--- config.mk ---
export PLATFORM = sky130hd
export DESIGN_NAME = hilo_mdu_ctrl
export DESIGN_NICKNAME = d
export VERILOG_FILES = /design/src/rtl/hilo_mdu_ctrl.sv
export SDC_FILE = /design/constraint.sdc
export NUM_CORES = 1
export LEC_CHECK = 0
export CELL_PAD_IN_SITES_DETAIL_PLACEMENT = 1
export CELL_PAD_IN_SITES_GLOBAL_PLACEMENT = 1
export CORE_MARGIN = 5
export CORE_UTILIZATION = 34
export CTS_CLUSTER_SIZE = 24
export DETAILED_ROUTE_END_ITERATION = 16
export PLACE_DENSITY = 0.95
export SYNTH_ARGS = -nofsm -noshare
export SYNTH_HDL_FRONTEND = slang
export SYNTH_SLANG_ARGS = --single-unit
export TNS_END_PERCENT = 10
--- constraint.sdc ---
create_clock -name clk -period 13.3 [get_ports clk]
set_input_delay 3.99 -clock clk [delete_from_list [all_inputs] [get_ports clk]]
set_output_delay 3.99 -clock clk [all_outputs]
set_load 0.05 [all_outputs]
--- src/rtl/hilo_mdu_ctrl.sv ---
// hilo_mdu_ctrl: sequences multi-cycle ALU multiply/divide and owns the HI/LO pair.
// Operands are registered into the ALU and held for a fixed number of cycles.
// Result/Result2 are then captured into LO/HI. MTHI/MTLO write HI/LO directly from IDLE.
module hilo_mdu_ctrl #(
    parameter int WIDTH      = 32,
    parameter int MUL_CYCLES = 4,
    parameter int DIV_CYCLES = 8
) (
    input  logic             clk,
    input  logic             rst,
    input  logic             start,
    input  logic [1:0]       op,
    input  logic [WIDTH-1:0] rs_val,
    input  logic [WIDTH-1:0] rt_val,
    input  logic             abort,
    output logic [WIDTH-1:0] alu_x,
    output logic [WIDTH-1:0] alu_y,
    output logic [3:0]       alu_s,
    input  logic [WIDTH-1:0] alu_result,
    input  logic [WIDTH-1:0] alu_result2,
    output logic [WIDTH-1:0] hi,
    output logic [WIDTH-1:0] lo,
    output logic             busy,
    output logic             done,
    output logic             div_by_zero
);

    localparam int MAX_CYCLES = (MUL_CYCLES > DIV_CYCLES) ? MUL_CYCLES : DIV_CYCLES;
    // One extra value of headroom keeps the width >= 1 even when both counts are 1.
    localparam int CNT_W      = $clog2(MAX_CYCLES + 1);

    localparam logic [1:0] OP_MUL  = 2'b00;
    localparam logic [1:0] OP_DIV  = 2'b01;
    localparam logic [1:0] OP_MTHI = 2'b10;
    localparam logic [1:0] OP_MTLO = 2'b11;

    localparam logic [3:0] ALU_S_MUL = 4'd3;
    localparam logic [3:0] ALU_S_DIV = 4'd4;

    localparam logic [CNT_W-1:0] MUL_CNT_INIT = CNT_W'(MUL_CYCLES - 1);
    localparam logic [CNT_W-1:0] DIV_CNT_INIT = CNT_W'(DIV_CYCLES - 1);

    typedef enum logic [1:0] {
        ST_IDLE = 2'd0,
        ST_RUN  = 2'd1,
        ST_DONE = 2'd2
    } state_t;

    state_t           state_q;
    logic [CNT_W-1:0] cnt_q;
    logic             dz_q;
    logic [WIDTH-1:0] alu_x_q;
    logic [WIDTH-1:0] alu_y_q;
    logic [3:0]       alu_s_q;
    logic [WIDTH-1:0] hi_q;
    logic [WIDTH-1:0] lo_q;

    // Sequencer: accepts requests in IDLE, counts the hold time in RUN, pulses DONE.
    always_ff @(posedge clk or posedge rst) begin
        if (rst) begin
            state_q <= ST_IDLE;
            cnt_q   <= '0;
            dz_q    <= 1'b0;
            alu_x_q <= '0;
            alu_y_q <= '0;
            alu_s_q <= '0;
            hi_q    <= '0;
            lo_q    <= '0;
        end else if (abort) begin
            // Flush wins over everything, including a same-cycle start in IDLE.
            state_q <= ST_IDLE;
            dz_q    <= 1'b0;
        end else begin
            unique case (state_q)
                ST_IDLE: begin
                    if (start) begin
                        unique case (op)
                            OP_MUL: begin
                                alu_x_q <= rs_val;
                                alu_y_q <= rt_val;
                                alu_s_q <= ALU_S_MUL;
                                cnt_q   <= MUL_CNT_INIT;
                                state_q <= ST_RUN;
                            end
                            OP_DIV: begin
                                if (rt_val == '0) begin
                                    // Divide by zero: skip the ALU, report straight away.
                                    dz_q    <= 1'b1;
                                    state_q <= ST_DONE;
                                end else begin
                                    alu_x_q <= rs_val;
                                    alu_y_q <= rt_val;
                                    alu_s_q <= ALU_S_DIV;
                                    cnt_q   <= DIV_CNT_INIT;
                                    state_q <= ST_RUN;
                                end
                            end
                            OP_MTHI: hi_q <= rs_val;
                            OP_MTLO: lo_q <= rs_val;
                            default: ;
                        endcase
                    end
                end
                ST_RUN: begin
                    if (cnt_q != '0) begin
                        cnt_q <= cnt_q - 1'b1;
                    end else begin
                        lo_q    <= alu_result;
                        hi_q    <= alu_result2;
                        state_q <= ST_DONE;
                    end
                end
                ST_DONE: begin
                    dz_q    <= 1'b0;
                    state_q <= ST_IDLE;
                end
                default: state_q <= ST_IDLE;
            endcase
        end
    end

    // Status decoded purely from registered state, so it is glitch-free.
    assign busy        = (state_q != ST_IDLE);
    assign done        = (state_q == ST_DONE);
    assign div_by_zero = (state_q == ST_DONE) && dz_q;

    assign alu_x = alu_x_q;
    assign alu_y = alu_y_q;
    assign alu_s = alu_s_q;
    assign hi    = hi_q;
    assign lo    = lo_q;

endmodule
* Yosys cells after proc, flatten, opt, wreduce, memory -nomap -nowiden
Index checks and enable logic that the tools add are counted.
Widths: inputs -> output; s select.
** Cells by class
- $add $sub $neg :: 1
- Equal/unequal tests :: 18
- Muxes and demuxes :: 30
- Bitwise logic cells :: 1
- Reductions and logical operators :: 15
** Operators with widths (count)
- $mux 32 :: 8
- $pmux 32 s2 :: 4
- $logic_not 32->1 :: 1
- $pmux 4 s2 :: 3
- $mux 4 :: 4
- $reduce_and 5->1 :: 3
- $ne 3x3->1 const B :: 4
- $mux 2 :: 4
- $ne 2x2->1 const B :: 4
- $pmux 2 s2 :: 2
- $eq 2x2->1 const B :: 3
- $reduce_and 6->1 :: 1
- $reduce_bool 2->1 :: 3
- $eq 2x1->1 const B :: 2
- $logic_not 2->1 :: 2
- $mux 1 :: 4
- $ne 2x1->1 const B :: 2
- $ne 4x2->1 const B :: 1
- $reduce_and 4->1 :: 1
- $reduce_bool 4->1 :: 1
- $sub 4x1->4 const B :: 1
- $ne 3x1->1 const B :: 1
- $ne 3x2->1 const B :: 1
- $reduce_and 3->1 :: 1
- 4 further kinds :: 4
** Word-level totals
- Bits in registers :: 139
- Output and inout bits :: 135

* Logic depth before layout (Yosys ltp)
- Depth after elaboration :: 6
- Mapped depth :: 7
- Depth with buffers taken out :: 6

* Least setup slack after synthesis
OpenSTA, ideal clock, no wires.
- Path type :: reg-to-output
- From :: register state_q[0]
- To :: output port div_by_zero
- Arrival :: 1.852 ns
- Required time :: 9.310 ns
- Slack :: 7.458 ns
- Stages on the path, launching flop included :: 4
- Buffers on the path :: 1
- Cell sequence :: dfrtp_1 > clkbuf_1 > nor2b_1 > and2_1
** Between the ends
- Word-level cells in the longest chain between the ends :: 2
** RTL lines
- start, declared :: RTL line 49 : state_t state_q;
- start signal, assigned :: RTL line 61 : state_q <= ST_IDLE;
- start signal, assigned :: RTL line 71 : state_q <= ST_IDLE;
- start signal, assigned :: RTL line 83 : state_q <= ST_RUN;
- $eq 2x2->1
- via done :: RTL line 24 : output logic done,
- $logic_and 1x1->1 :: RTL line 125 : assign div_by_zero = (state_q == ST_DONE) && dz_q;
- end, declared :: RTL line 25 : output logic div_by_zero
The timed path passes the listed nets, and every way through them passes these cells.

* Worst setup path after layout
- From :: input port rt_val[27]
- To :: register alu_y_q[17], in the netlist alu_y[17]
** Between the ends
- Word-level cells in the longest chain between the ends :: 3
** RTL lines
- start, declared :: RTL line 14 : input logic [WIDTH-1:0] rt_val,
- $logic_not 32->1 :: RTL line 86 : if (rt_val == '0) begin
- $ne 2x2->1 (no source line)
- $reduce_and 5->1 (no source line)
- end signal, assigned :: RTL line 80 : alu_y_q <= rt_val;
- end signal, assigned :: RTL line 92 : alu_y_q <= rt_val;
- end, declared :: RTL line 53 : logic [WIDTH-1:0] alu_y_q;
Every way passes these cells.
A chain may end at the register's enable or synchronous reset.

==> out/summary.txt <==
Iter 0 DRT Violations: 195
Rows: 49
CTS clock-pin slew for the worst setup and hold paths: 0.06 ns
Core box area: 17780 um^2
Setup TNS: 0 ns
CTS tree: built
Final setup vio count: 0
Die width: 143.8 um
GRT Overall Usage: 21.31%
Slew @ Worst Pin: 0.8985 ns
Synth Register Bits: 137
CP max FO: 44
Worst min path class: reg2reg
Top Ports: 269
Hold WS: 0.4912 ns
Crit path launch type: input pin
Most common cell in the netlist: dfrtp_1
Critical-path cell list: clkdlybuf4s50_1, nor4_1, nand3_1, o41ai_4, buf_4, mux2_1
Max Cap Viol: 0
Routed via count: 5271
Largest net degree at the start of global routing: 72
Layout cells sized above 1: 12.25%
Synth Area in Simple Gates: 12.11%
F_max: 158.1 MHz
Final Cycle Share: 47.56%
Place WS: 6.492 ns
Hold Path Cell Cnt: 1
PwrDens: 208.7 nW/um^2
Pins over their slew limit: 0
Final Wtd Congestion: 0.8264
Ys Warns: 0
Fin worst setup slack: 6.974 ns
Synth top area share: 56.33%
Synth Flop Type: dfrtp_1
Number of global-route vias before repair: 5940
Unrepaired setup endpoints after global routing: no
Synth Area in Compound Gates: 15.01%
Netlist Area Pre-Place: 6086 um^2
Remaining routing DRC violations: 0
Synthesized-area fraction occupied by adder cells: 0.2056%
Async set or reset register ratio after synthesis: 100.0%
Yosys top cell by area: dfrtp_1
P_leak: 3.815 nW
Starting Density: 34.23%
Worst path max stage delay: 0.57 ns
Final Critical Period: 6.326 ns
CTS Sinks: 137
Post-synthesis mux area share: 12.19%
Final Skew: 0.007615 ns
Synth top area cells: dfrtp_1 (56%), a21oi_1 (8.3%), mux2_1 (7.2%)
Sequential-to-total area share from yosys stat: 56.33%
Drt total wl: 22170 um
Avg Cell Area, Syn: 11.35 um^2
Post-layout nets: 931
Post-CTS Setup Inserts: 0
Status: finished clean
Worst relative slew slack: 40.10%
Total grt overflow: 0
XOR/XNOR share of the synthesized area: 0%
Initial antenna violation count: 0
Slowest cell on crit path: buf_4
Reg2Reg Depth: 5
CTS buffer count: 17
Drt first pass iters: 4
Post-CTS sizing: 0
Post-synth EDFFs: 0
Die area: 20680 um^2
ANT nets after route: 0
Yosys cell types: 40
Crit path capture type: flop
Avg Vias per Cell: 5.083
Final hold violation count: 0
Commonest cells post-synth: dfrtp_1 (137), a21oi_1 (101), nor2_1 (71), mux2_1 (39), and2_1 (34)
Main combinational cell family by area after synthesis: compound AO/OA/AOI/OAI gates
Number of H-tree levels: 4
Port Buffers: 267
Clk root buf: clkbuf_16
WL per Instance: 21.38 um
Die H: 143.8 um
Fillers: 1958
Peak supply drop: 93.31 uV
Crit path kind: in2reg
Clock Latency Late Sink: 0.41 ns
CP arrival: 6.61 ns
Post-DP HPWL: 16290 um
Multi-input combinational cell area: 2427 um^2
Bufs on Longest Clock Path: 2
Post-synthesis net count: 671
Post-CTS Hold Fix Bufs: 0
Inserted Diodes: 0
Area Overhead vs Synth: 56.54%
Post-Syn Instances: 536
Critical Path RT: 13.58 ns
First-pass GRT wire length: 33580 um
Reg area: 3428 um^2
[path summary, 6_finish.rpt]
path / startpoint / to / slack, ns
worst min register to register: alu_y[25]$_DFFE_PP0P_ / alu_y[25]$_DFFE_PP0P_ / 0.49
max in group asynchronous: rst / alu_y[10]$_DFFE_PP0P_ / 7.84
worst max register to register: state_q[1]$_DFFE_PP0P_ / alu_y[17]$_DFFE_PP0P_ / 10.83
worst min-delay path: alu_y[25]$_DFFE_PP0P_ / alu_y[25]$_DFFE_PP0P_ / 0.49
worst max-delay path: rt_val[27] / alu_y[17]$_DFFE_PP0P_ / 6.97
min in group asynchronous: rst / lo[23]$_DFFE_PP0P_ / 4.09
[state kept, by name, summed over array words and instances, names as in the netlist]
| name | cells |
|---|---|
| lo | 32 |
| hi | 32 |
| alu_x | 32 |
| alu_y | 32 |
| state_q | 2 |
| alu_s | 2 |
| cnt_q | 4 |
| dz_q | 1 |
[per-stage QoR]
| step | instances | total power, mW | utilization [%] | instance area [um^2] |
|---|---|---|---|---|
| after global placement | 1006 | 1.467 | 50.11 | 8910 |
| after detailed placement | 1006 | 1.499 | 50.11 | 8910 |
| after CTS | 1037 | 2.013 | 53.58 | 9527 |
| after floorplan | 536 | 1.151 | - | 6086 |
| final | 1037 | 1.988 | 53.58 | 9527 |
| after global routing | 1037 | 2.073 | 53.58 | 9527 |
[final cells by class]
| type | count | area share, % |
|---|---|---|
| Sequential cell | 137 | 35.99 |
| Timing Repair Buffer | 276 | 28.76 |
| Multi-Input combinational cell | 358 | 25.48 |
| Clock buffer | 19 | 4.649 |
| Tap cell | 229 | 3.008 |
| Clock inverter | 12 | 1.826 |
| Inverter | 6 | 0.2889 |
[report_power, final]
part,total (mW),internal [mW],leakage (nW),switching [mW]
Clock,0.501,0.317,0.291,0.184
Combinational,0.887,0.302,1.94,0.585
Sequential,0.600,0.532,1.59,0.0678
Total,1.99,1.15,3.82,0.837
[layout by cell type (no fill, tap or decap), types with 3 or more instances in the layout]
| cell | instances |
|---|---|
| and2_1 | 34 |
| clkdlybuf4s50_1 | 267 |
| a21oi_1 | 101 |
| buf_4 | 9 |
| nor3_1 | 3 |
| nand3_1 | 3 |
| o21ai_0 | 7 |
| mux2_1 | 39 |
| clkinv_2 | 3 |
| nor2_1 | 71 |
| bufinv_16 | 4 |
| nor4_1 | 11 |
| clkinvlp_4 | 4 |
| mux2_2 | 26 |
| dfrtp_1 | 137 |
| nand2b_1 | 3 |
| inv_1 | 5 |
| clkbuf_16 | 17 |
| a21oi_2 | 28 |
[critical path: cells and delay by family]
| kind | cells | cell delay (ns) |
|---|---|---|
| buffers and inverters | 2 | 0.99 |
| AO/OA/AOI/OAI | 1 | 0.41 |
| multiplexers | 1 | 0.42 |
| AND/OR/NAND/NOR | 2 | 0.77 |
[layer usage]
layer  GRT usage, %  vias to the layer above  wire length (um)
met3          3.927                       53               955
met2          40.12                      169             12130
met5              0                        -                 0
li1               -                     2399                 -
met4          9.960                        0               909
met1          22.94                     2650              8174
[cell families (layout without fill, tap and decap cells)]
family,Yosys count,count (layout)
AOI/OAI and AO/OA,146,146
and+or+nand+nor,144,144
DFF,137,137
muxes,66,66
buffers and inverters,41,313
adders and majority gates,1,1
other,1,1
No activity file was read; power rests on OpenSTA's default activity.
